<file path="src/rtl/sequence_generator_010_1001.sv">
// Serial pattern transmitter: emits 010 or 1001 MSB-first, count times, with idle gaps.
// Optional build macro SEQGEN_ABORT_EN adds an abort input that cancels a transfer.
module sequence_generator_010_1001 #(
    parameter int   CNT_W    = 8,
    parameter int   GAP_W    = 4,
    parameter logic IDLE_LVL = 1'b1
) (
    input  logic             clk,
    input  logic             reset,
    input  logic             start,
    input  logic             sel,
    input  logic [CNT_W-1:0] count,
    input  logic [GAP_W-1:0] gap,
`ifdef SEQGEN_ABORT_EN
    input  logic             abort,
`endif
    output logic             x,
    output logic             valid,
    output logic             busy,
    output logic             pattern_end,
    output logic             done,
    output logic [1:0]       state_dbg
);

    // Handshake: start is a request taken on a rising edge only while the FSM is
    // in IDLE (busy=0, not the FIN cycle); there is no back-pressure on x/valid.
    typedef enum logic [1:0] {
        IDLE = 2'd0,
        SEND = 2'd1,
        GAP  = 2'd2,
        FIN  = 2'd3
    } state_t;

    state_t             state, state_n;
    logic               sel_q, sel_n;
    logic [CNT_W-1:0]   rem, rem_n;
    logic [GAP_W-1:0]   gap_len, gap_len_n;
    logic [GAP_W-1:0]   gap_cnt, gap_cnt_n;
    logic [1:0]         bit_idx, bit_n;
    logic [1:0]         last_idx;
    logic               x_n, valid_n, busy_n, pattern_end_n, done_n;

    assign last_idx  = sel_q ? 2'd3 : 2'd2;
    assign state_dbg = state;

    always_comb begin
        state_n   = state;
        sel_n     = sel_q;
        rem_n     = rem;
        gap_len_n = gap_len;
        gap_cnt_n = gap_cnt;
        bit_n     = bit_idx;
        case (state)
            IDLE: begin
                if (start) begin
                    sel_n     = sel;
                    rem_n     = count;
                    gap_len_n = gap;
                    bit_n     = 2'd0;
                    gap_cnt_n = '0;
                    state_n   = (count == '0) ? FIN : SEND;
                end
            end
            SEND: begin
                if (bit_idx != last_idx) begin
                    bit_n = 2'(bit_idx + 2'd1);
                end else begin
                    rem_n = rem - CNT_W'(1);
                    bit_n = 2'd0;
                    if (rem == CNT_W'(1)) begin
                        state_n = FIN;
                    end else if (gap_len != '0) begin
                        state_n   = GAP;
                        gap_cnt_n = gap_len;
                    end
                end
            end
            GAP: begin
                if (gap_cnt <= GAP_W'(1)) begin
                    state_n   = SEND;
                    gap_cnt_n = '0;
                end else begin
                    gap_cnt_n = gap_cnt - GAP_W'(1);
                end
            end
            FIN: state_n = IDLE;
            default: state_n = IDLE;
        endcase
`ifdef SEQGEN_ABORT_EN
        // Abort overrides every other transition while a transfer is in flight.
        if (abort && (state == SEND || state == GAP)) begin
            state_n   = IDLE;
            bit_n     = 2'd0;
            gap_cnt_n = '0;
            rem_n     = '0;
        end
`endif
    end

    // Outputs are registered views of the next state, so they line up with it.
    always_comb begin
        x_n           = IDLE_LVL;
        valid_n       = 1'b0;
        busy_n        = (state_n == SEND) || (state_n == GAP);
        pattern_end_n = 1'b0;
        done_n        = (state_n == FIN);
        if (state_n == SEND) begin
            valid_n       = 1'b1;
            x_n           = sel_n ? ((bit_n == 2'd0) || (bit_n == 2'd3)) : (bit_n == 2'd1);
            pattern_end_n = (bit_n == (sel_n ? 2'd3 : 2'd2));
        end
    end

    always_ff @(posedge clk or negedge reset) begin
        if (!reset) begin
            state       <= IDLE;
            sel_q       <= 1'b0;
            rem         <= '0;
            gap_len     <= '0;
            gap_cnt     <= '0;
            bit_idx     <= 2'd0;
            x           <= IDLE_LVL;
            valid       <= 1'b0;
            busy        <= 1'b0;
            pattern_end <= 1'b0;
            done        <= 1'b0;
        end else begin
            state       <= state_n;
            sel_q       <= sel_n;
            rem         <= rem_n;
            gap_len     <= gap_len_n;
            gap_cnt     <= gap_cnt_n;
            bit_idx     <= bit_n;
            x           <= x_n;
            valid       <= valid_n;
            busy        <= busy_n;
            pattern_end <= pattern_end_n;
            done        <= done_n;
        end
    end

endmodule

</file>
<file path="config.mk">
export PLATFORM = sky130hd
export DESIGN_NAME = sequence_generator_010_1001
export DESIGN_NICKNAME = d
export VERILOG_FILES = /design/src/rtl/sequence_generator_010_1001.sv
export SDC_FILE = /design/constraint.sdc
export NUM_CORES = 1
export LEC_CHECK = 0
export ABC_AREA = 1
export CAP_MARGIN = 20
export CORE_MARGIN = 5
export CORE_UTILIZATION = 49
export CTS_CLUSTER_SIZE = 40
export DETAILED_ROUTE_END_ITERATION = 12
export GPL_TIMING_DRIVEN = 0
export PLACE_DENSITY = 0.75
export REMOVE_ABC_BUFFERS = 1
export SYNTH_ARGS = -nofsm -noshare
export SYNTH_HDL_FRONTEND = slang
export SYNTH_SLANG_ARGS = --single-unit
</file>
<file path="constraint.sdc">
create_clock -name clk -period 1.7 [get_ports clk]
set_input_delay 0.425 -clock clk [delete_from_list [all_inputs] [get_ports clk]]
set_output_delay 0.425 -clock clk [all_outputs]
set_load 0.01 [all_outputs]
</file>
### Yosys cells after proc, flatten, opt, wreduce, memory -nomap -nowiden

Cells that the tools add are included.

| cells by class | value |
|---|---|
| div/mod/pow operators | 0 |
| add/sub/neg operators | 3 |
| eq/ne operators | 15 |
| shifts and indexed selects | 0 |
| multipliers | 0 |
| bitwise operators | 0 |
| order comparisons | 1 |
| reductions and logical operators | 11 |
| multiplexer cells | 27 |

Operator list:

| kind | number |
|---|---|
| two-way mux 4 bit | 5 |
| two-way mux 2 bit | 8 |
| two-way mux 8 bit | 2 |
| case mux 8 bit (2 select lines) | 1 |
| case mux 4 bit (3 select lines) | 1 |
| equality test 2 bit (second input constant) | 5 |
| equality test 8 x 1 -> 1 bit (second input constant) | 1 |
| zero test 8 bit | 1 |
| two-way mux 1 bit | 8 |
| inequality test 2 bit (second input constant) | 4 |
| case mux 2 bit (4 select lines) | 1 |
| subtractor 8 x 1 -> 8 bit (second input constant) | 1 |
| equality test 2 x 1 -> 1 bit (second input constant) | 3 |
| AND reduction 5 bit | 1 |
| <= comparator 4 x 1 -> 1 bit (second input constant) | 1 |
| zero test 2 bit | 2 |
| case mux 2 bit (2 select lines) | 1 |
| nonzero test 4 bit | 1 |
| subtractor 4 x 1 -> 4 bit (second input constant) | 1 |
| AND reduction 3 bit | 1 |
| nonzero test 3 bit | 1 |
| adder 2 x 1 -> 2 bit (second input constant) | 1 |
| equality test 2 bit | 1 |
| logical OR 1 bit | 2 |
| 3 further kinds | 3 |

| word-level totals | value |
|---|---|
| memories | 0 |
| bits in registers | 26 |
| memory bits (writable) | 0 |
| logic and storage cells | 68 |
| latch bits | 0 |
| bits in read-only memories | 0 |
| output and inout bits | 7 |

### Logic depth before layout (Yosys ltp)

| logic depth | value |
|---|---|
| depth after elaboration | 8 |
| mapped depth | 12 |
| gate-level depth less buffers | 12 |

### Worst setup path before layout

No wires, ideal clock.

| path | value |
|---|---|
| path kind | register to register |
| from | register state[1] (netlist: state_dbg[1]) |
| to | register pattern_end |
| data required time | 1,623 ps |
| slack | -49 ps |
| arrival time | 1,672 ps |
| stages on the path, launching flop included | 10 |
| path buffers | 2 |
| cell sequence | dfrtp_1 inv_1 ha_1 buf_6 buf_4 nand2_1 a21oi_1 ha_1 nand2_1 a21oi_1 |

| between the ends | value |
|---|---|
| elaborated cells on any way between the ends | 16 |

RTL lines:

| element | RTL line | text |
|---|---|---|
| from (decl) | 34 | `state_t state, state_n;` |
| from (signal assigned) | 128 | `state <= state_n;` |
| equality test 2 bit, or another cell as far along | 53 | `case (state)` |
| case mux 2 bit (4 select lines) * | 53 |  |
| net state_n[0] | 34 |  |
| equality test 2 x 1 -> 1 bit * | 107 | `if (state_n == SEND) begin` |
| two-way mux 1 bit * | 107 |  |
| net pattern_end_n | 41 | `logic x_n, valid_n, busy_n, pattern_end_n, done_n;` |
| to (signal assigned) | 137 | `pattern_end <= pattern_end_n;` |
| to (decl) | 20 | `output logic pattern_end,` |

Mark *: on every way through the listed nets, which the timed path passes. The rest lies on a longest branch.
A chain may end at the register's enable or synchronous reset.

### Worst setup path after layout

| path | value |
|---|---|
| from | register gap_cnt[0] |
| to | register busy |

| between the ends | value |
|---|---|
| word-level cells in the longest chain between the ends | 5 |
| elaborated cells on any way between the ends | 6 |

Ends and longest elaborated chain:

| element | RTL line | text |
|---|---|---|
| from (decl) | 38 | `logic [GAP_W-1:0] gap_cnt, gap_cnt_n;` |
| from (signal assigned) | 132 | `gap_cnt <= gap_cnt_n;` |
| <= comparator 4 x 1 -> 1 bit * | 79 | `if (gap_cnt <= GAP_W'(1)) begin` |
| two-way mux 2 bit * | 79 |  |
| case mux 2 bit (4 select lines) * | 53 |  |
| equality test 2 x 1 -> 1 bit / equality test 2 bit (equally long branches) | 104 | `busy_n = (state_n == SEND) \|\| (state_n == GAP);` |
| logical OR 1 bit * | 104 |  |
| net busy_n | 41 |  |
| to (signal assigned) | 136 | `busy <= busy_n;` |
| to (decl) | 19 | `output logic busy,` |

Marked as above.

==> results.sh <==
export IMPL_crit_fanout=2
export IMPL_io_pins=23
export IMPL_hp_class="in2async"
export IMPL_hold_violations=0
export IMPL_switching_share=0.482
export IMPL_wl_mm=3.69
export IMPL_die_y_microns=68.8
export IMPL_diodes=0
export IMPL_vias=1478
export IMPL_first_pass_iters=4
export IMPL_fin_crit_ns=1.79
export IMPL_p_int_mw=2.19
export IMPL_violations="negative setup slack"
export IMPL_synth_compound_area_frac=0.131
export IMPL_wire_per_inst_microns=12.3
export IMPL_cts_max_level=1
export IMPL_cp_required_ns=1.93
export IMPL_area_growth_pct=26.8
export IMPL_p_sw_mw=2.04
export IMPL_track_usage=0.166
export IMPL_power_frac_seq=0.262
export IMPL_ys_types=32
export IMPL_gp_congestion=0.878
export IMPL_period_share=1.05
export IMPL_final_common_cell="nand2_1"
export IMPL_grt_start_max_net_pins=23
export IMPL_antenna_left=0
export IMPL_yosys_most_used_dff="dfrtp_1"
export IMPL_synth_area_sq_um=1700
export IMPL_die_area_sq_um=4740
export IMPL_grt_overflow=0
export IMPL_cpPeakStageDelay_ns=0.42
export IMPL_cts_tree="done"
export IMPL_synth_simple_area_share=0.296
export IMPL_finalSetupViolCount=2
export IMPL_power_density_nw_per_um2=1960
export IMPL_syn_inst=219
export IMPL_worst_path_most_repeated_cell="nor2_2"
export IMPL_clock_skew_final_ns=0.0123
export IMPL_final_nets=280
export IMPL_synth_top_family_by_area="simple AND/OR/NAND/NOR gates"
export IMPL_place_ws_ns=-0.453
export IMPL_async_flop_share=1.00
export IMPL_synth_edf_count=0
export IMPL_routed_wl_met2_mm=1.80
export IMPL_endpoint_kind="flop"
export IMPL_ys_ff_latch=26
export IMPL_slew_limit_headroom=0.583
export IMPL_synth_xor_area_frac=0.0103
export IMPL_cts_made_buffers=3
export IMPL_placed_area_sq_um=1950
export IMPL_drive_above_1_share=0.265
export IMPL_route_met3_wl_microns=220
export IMPL_rows=21
export IMPL_io_buffers=22
export IMPL_antenna_found_initial=0
export IMPL_synthMuxAreaShare=0.0133
export IMPL_power_frac_comb=0.663
export IMPL_maxSlewViolCount=0
export IMPL_cts_hold_buffers=0
export IMPL_worstMarginPinSlew_ns=0.623
export IMPL_cts_sinks=26
export IMPL_clkLatencyLatePin_ns=0.33
export IMPL_cts_root_buffer="clkbuf_4"
export IMPL_layout_common_cells="64 x nand2_1, 24 x dfrtp_1, 18 x inv_1, 18 x clkdlybuf4s50_1, 16 x nor2_1"
export IMPL_top_layer_used="met4"
export IMPL_grt_pass1_wl_mm=5.96
export IMPL_crit_path_top_delay_cell="dfrtp_1"
export IMPL_fmax_mhz=559
export IMPL_wl_met1_mm=1.64
export IMPL_grt_pass1_vias=1382
export IMPL_fp_coreArea_sq_um=3340
export IMPL_status="finished, violations left"
export IMPL_p_leak_nw=1.06
export IMPL_drc=0
export IMPL_vias_per_cell=4.94
export IMPL_synth_avg_cell_area_sq_um=7.75
export IMPL_clockBufferDepth=2
export IMPL_layout_setup_ws_ns=-0.0875
export IMPL_die_w_microns=68.8
export IMPL_synth_fa_ha_area_frac=0.0737
export IMPL_critPathLaunchType="flop"
export IMPL_drt_initial_drc_count=55
export IMPL_critical_path_class="reg2reg"
export IMPL_vdd_drop_max_mv=1.16
export IMPL_path_clk_slew_ns=0.15
export IMPL_power_frac_clock=0.075
export IMPL_initial_core_util=0.508
export IMPL_ys_warn_count=0
export IMPL_cap_violations=0
export IMPL_cp_cell_sequence="buf_6 -> ha_4 -> or2_4 -> a21boi_4 -> nor2_2 -> nor2_2 -> a21oi_2 -> ha_2 -> inv_2"
export IMPL_design_area_sq_um=2150
export IMPL_rsz0062_at_grt="true"
export IMPL_synth_seq_area_share=0.384
export IMPL_cp_arrival_ns=2.02
export IMPL_hpwl_mm=2.61
[worst paths after layout]
check	from	cells past startpoint	to	slack [ns]
max	gap_cnt[0]	9	busy	-0.09
min	reset	1	rem[0]	0.46
max reg2reg	gap_cnt[0]	9	busy	-0.09
min reg2reg	gap_cnt[1]	2	gap_cnt[1]	0.52
max in group asynchronous	reset	2	gap_len[0]	0.72
min in group clk	gap_cnt[1]	2	gap_cnt[1]	0.52
[logic make-up (layout without fill, tap and decap cells)]
group | after synthesis | count (layout)
AOI/OAI and AO/OA | 34 | 34
adders and majority gates | 10 | 10
muxes | 2 | 2
DFF | 26 | 26
xor gates and xnor gates | 2 | 2
buffers and inverters | 33 | 67
and+or+nand+nor | 112 | 112
[power groups by stage]
| stage | clock, mW | combinational [mW] | sequential [mW] |
|---|---|---|---|
| 2_1_floorplan | 0 | 1.77 | 1.11 |
| 6_report | 0.316 | 2.80 | 1.11 |
| 5_1_grt | 0.357 | 3.13 | 1.14 |
| 4_1_cts | 0.328 | 2.52 | 1.10 |
| 3_3_place_gp | 0 | 2.29 | 1.12 |
| 3_5_place_dp | 0 | 2.35 | 1.12 |
[synth_stat cells (4+ instances only)]
master	instances	share of area
o21ai_0	4	0.012
a21oi_1	13	0.038
dfrtp_1	25	0.37
nor2_1	18	0.040
ha_1	10	0.074
nand3_1	8	0.024
nand2_2	6	0.022
o21ai_2	4	0.021
inv_1	23	0.051
inv_2	5	0.011
nand2_1	66	0.15
o21ai_1	7	0.021
[final cells by class]
cell class,count,area [sq um]
Sequential cell,26,653
Tap cell,46,57.6
Multi-Input combinational cell,160,971
Fill cell,283,1180
Timing Repair Buffer,34,320
Clock buffer,4,36.3
Inverter,29,114
[critical path, delay by kind of cell, from the launching register on]
family / cells / cell delay, ns
flip-flops: 1 / 0.42
adder cells (fa/ha/maj): 2 / 0.47
buffers and inverters: 2 / 0.16
AO/OA/AOI/OAI: 2 / 0.23
AND/OR/NAND/NOR: 3 / 0.43
[layer usage]
| layer | vias to the layer above | GRT usage |
|---|---|---|
| li1 | 758 | - |
| met1 | 674 | 0.217 |
| met2 | 44 | 0.285 |
| met3 | 2 | 0.0292 |
| met4 | 0 | 0.0438 |
| met5 | - | 0 |
[per-stage QoR]
| stage | total power [mW] | utilization | hold WS (ns) | std cells | TNS [ns] |
|---|---|---|---|---|---|
| floorplan | 2.88 | - | 0.129 | 215 | -0.950 |
| global placement | 3.41 | 0.579 | 0.469 | 283 | -9.95 |
| detailed placement | 3.47 | 0.584 | 0.466 | 284 | -5.47 |
| CTS | 3.95 | 0.619 | 0.479 | 293 | -0.350 |
| global route | 4.63 | 0.645 | 0.501 | 299 | -0.511 |
| finish | 4.23 | 0.645 | 0.461 | 299 | -0.163 |
[flip-flops by register name (all words and copies together) (netlist names)]
name and cells:
state_dbg 2, busy 1, gap_cnt 4, pattern_end 1, rem 8, done 1
gap_len 4, sel_q 1, x 1, valid 1, bit_idx 2
[timing repair]
| item | CTS | global route |
|---|---|---|
| gates resized for setup | 14 | 15 |
| endpoints found under the setup margin | 24 | 18 |
| setup buffers | 5 | 6 |
| pin swaps | 7 | 10 |
| endpoints found under the hold margin | 0 | 0 |
(Power assumes the default switching activity.)
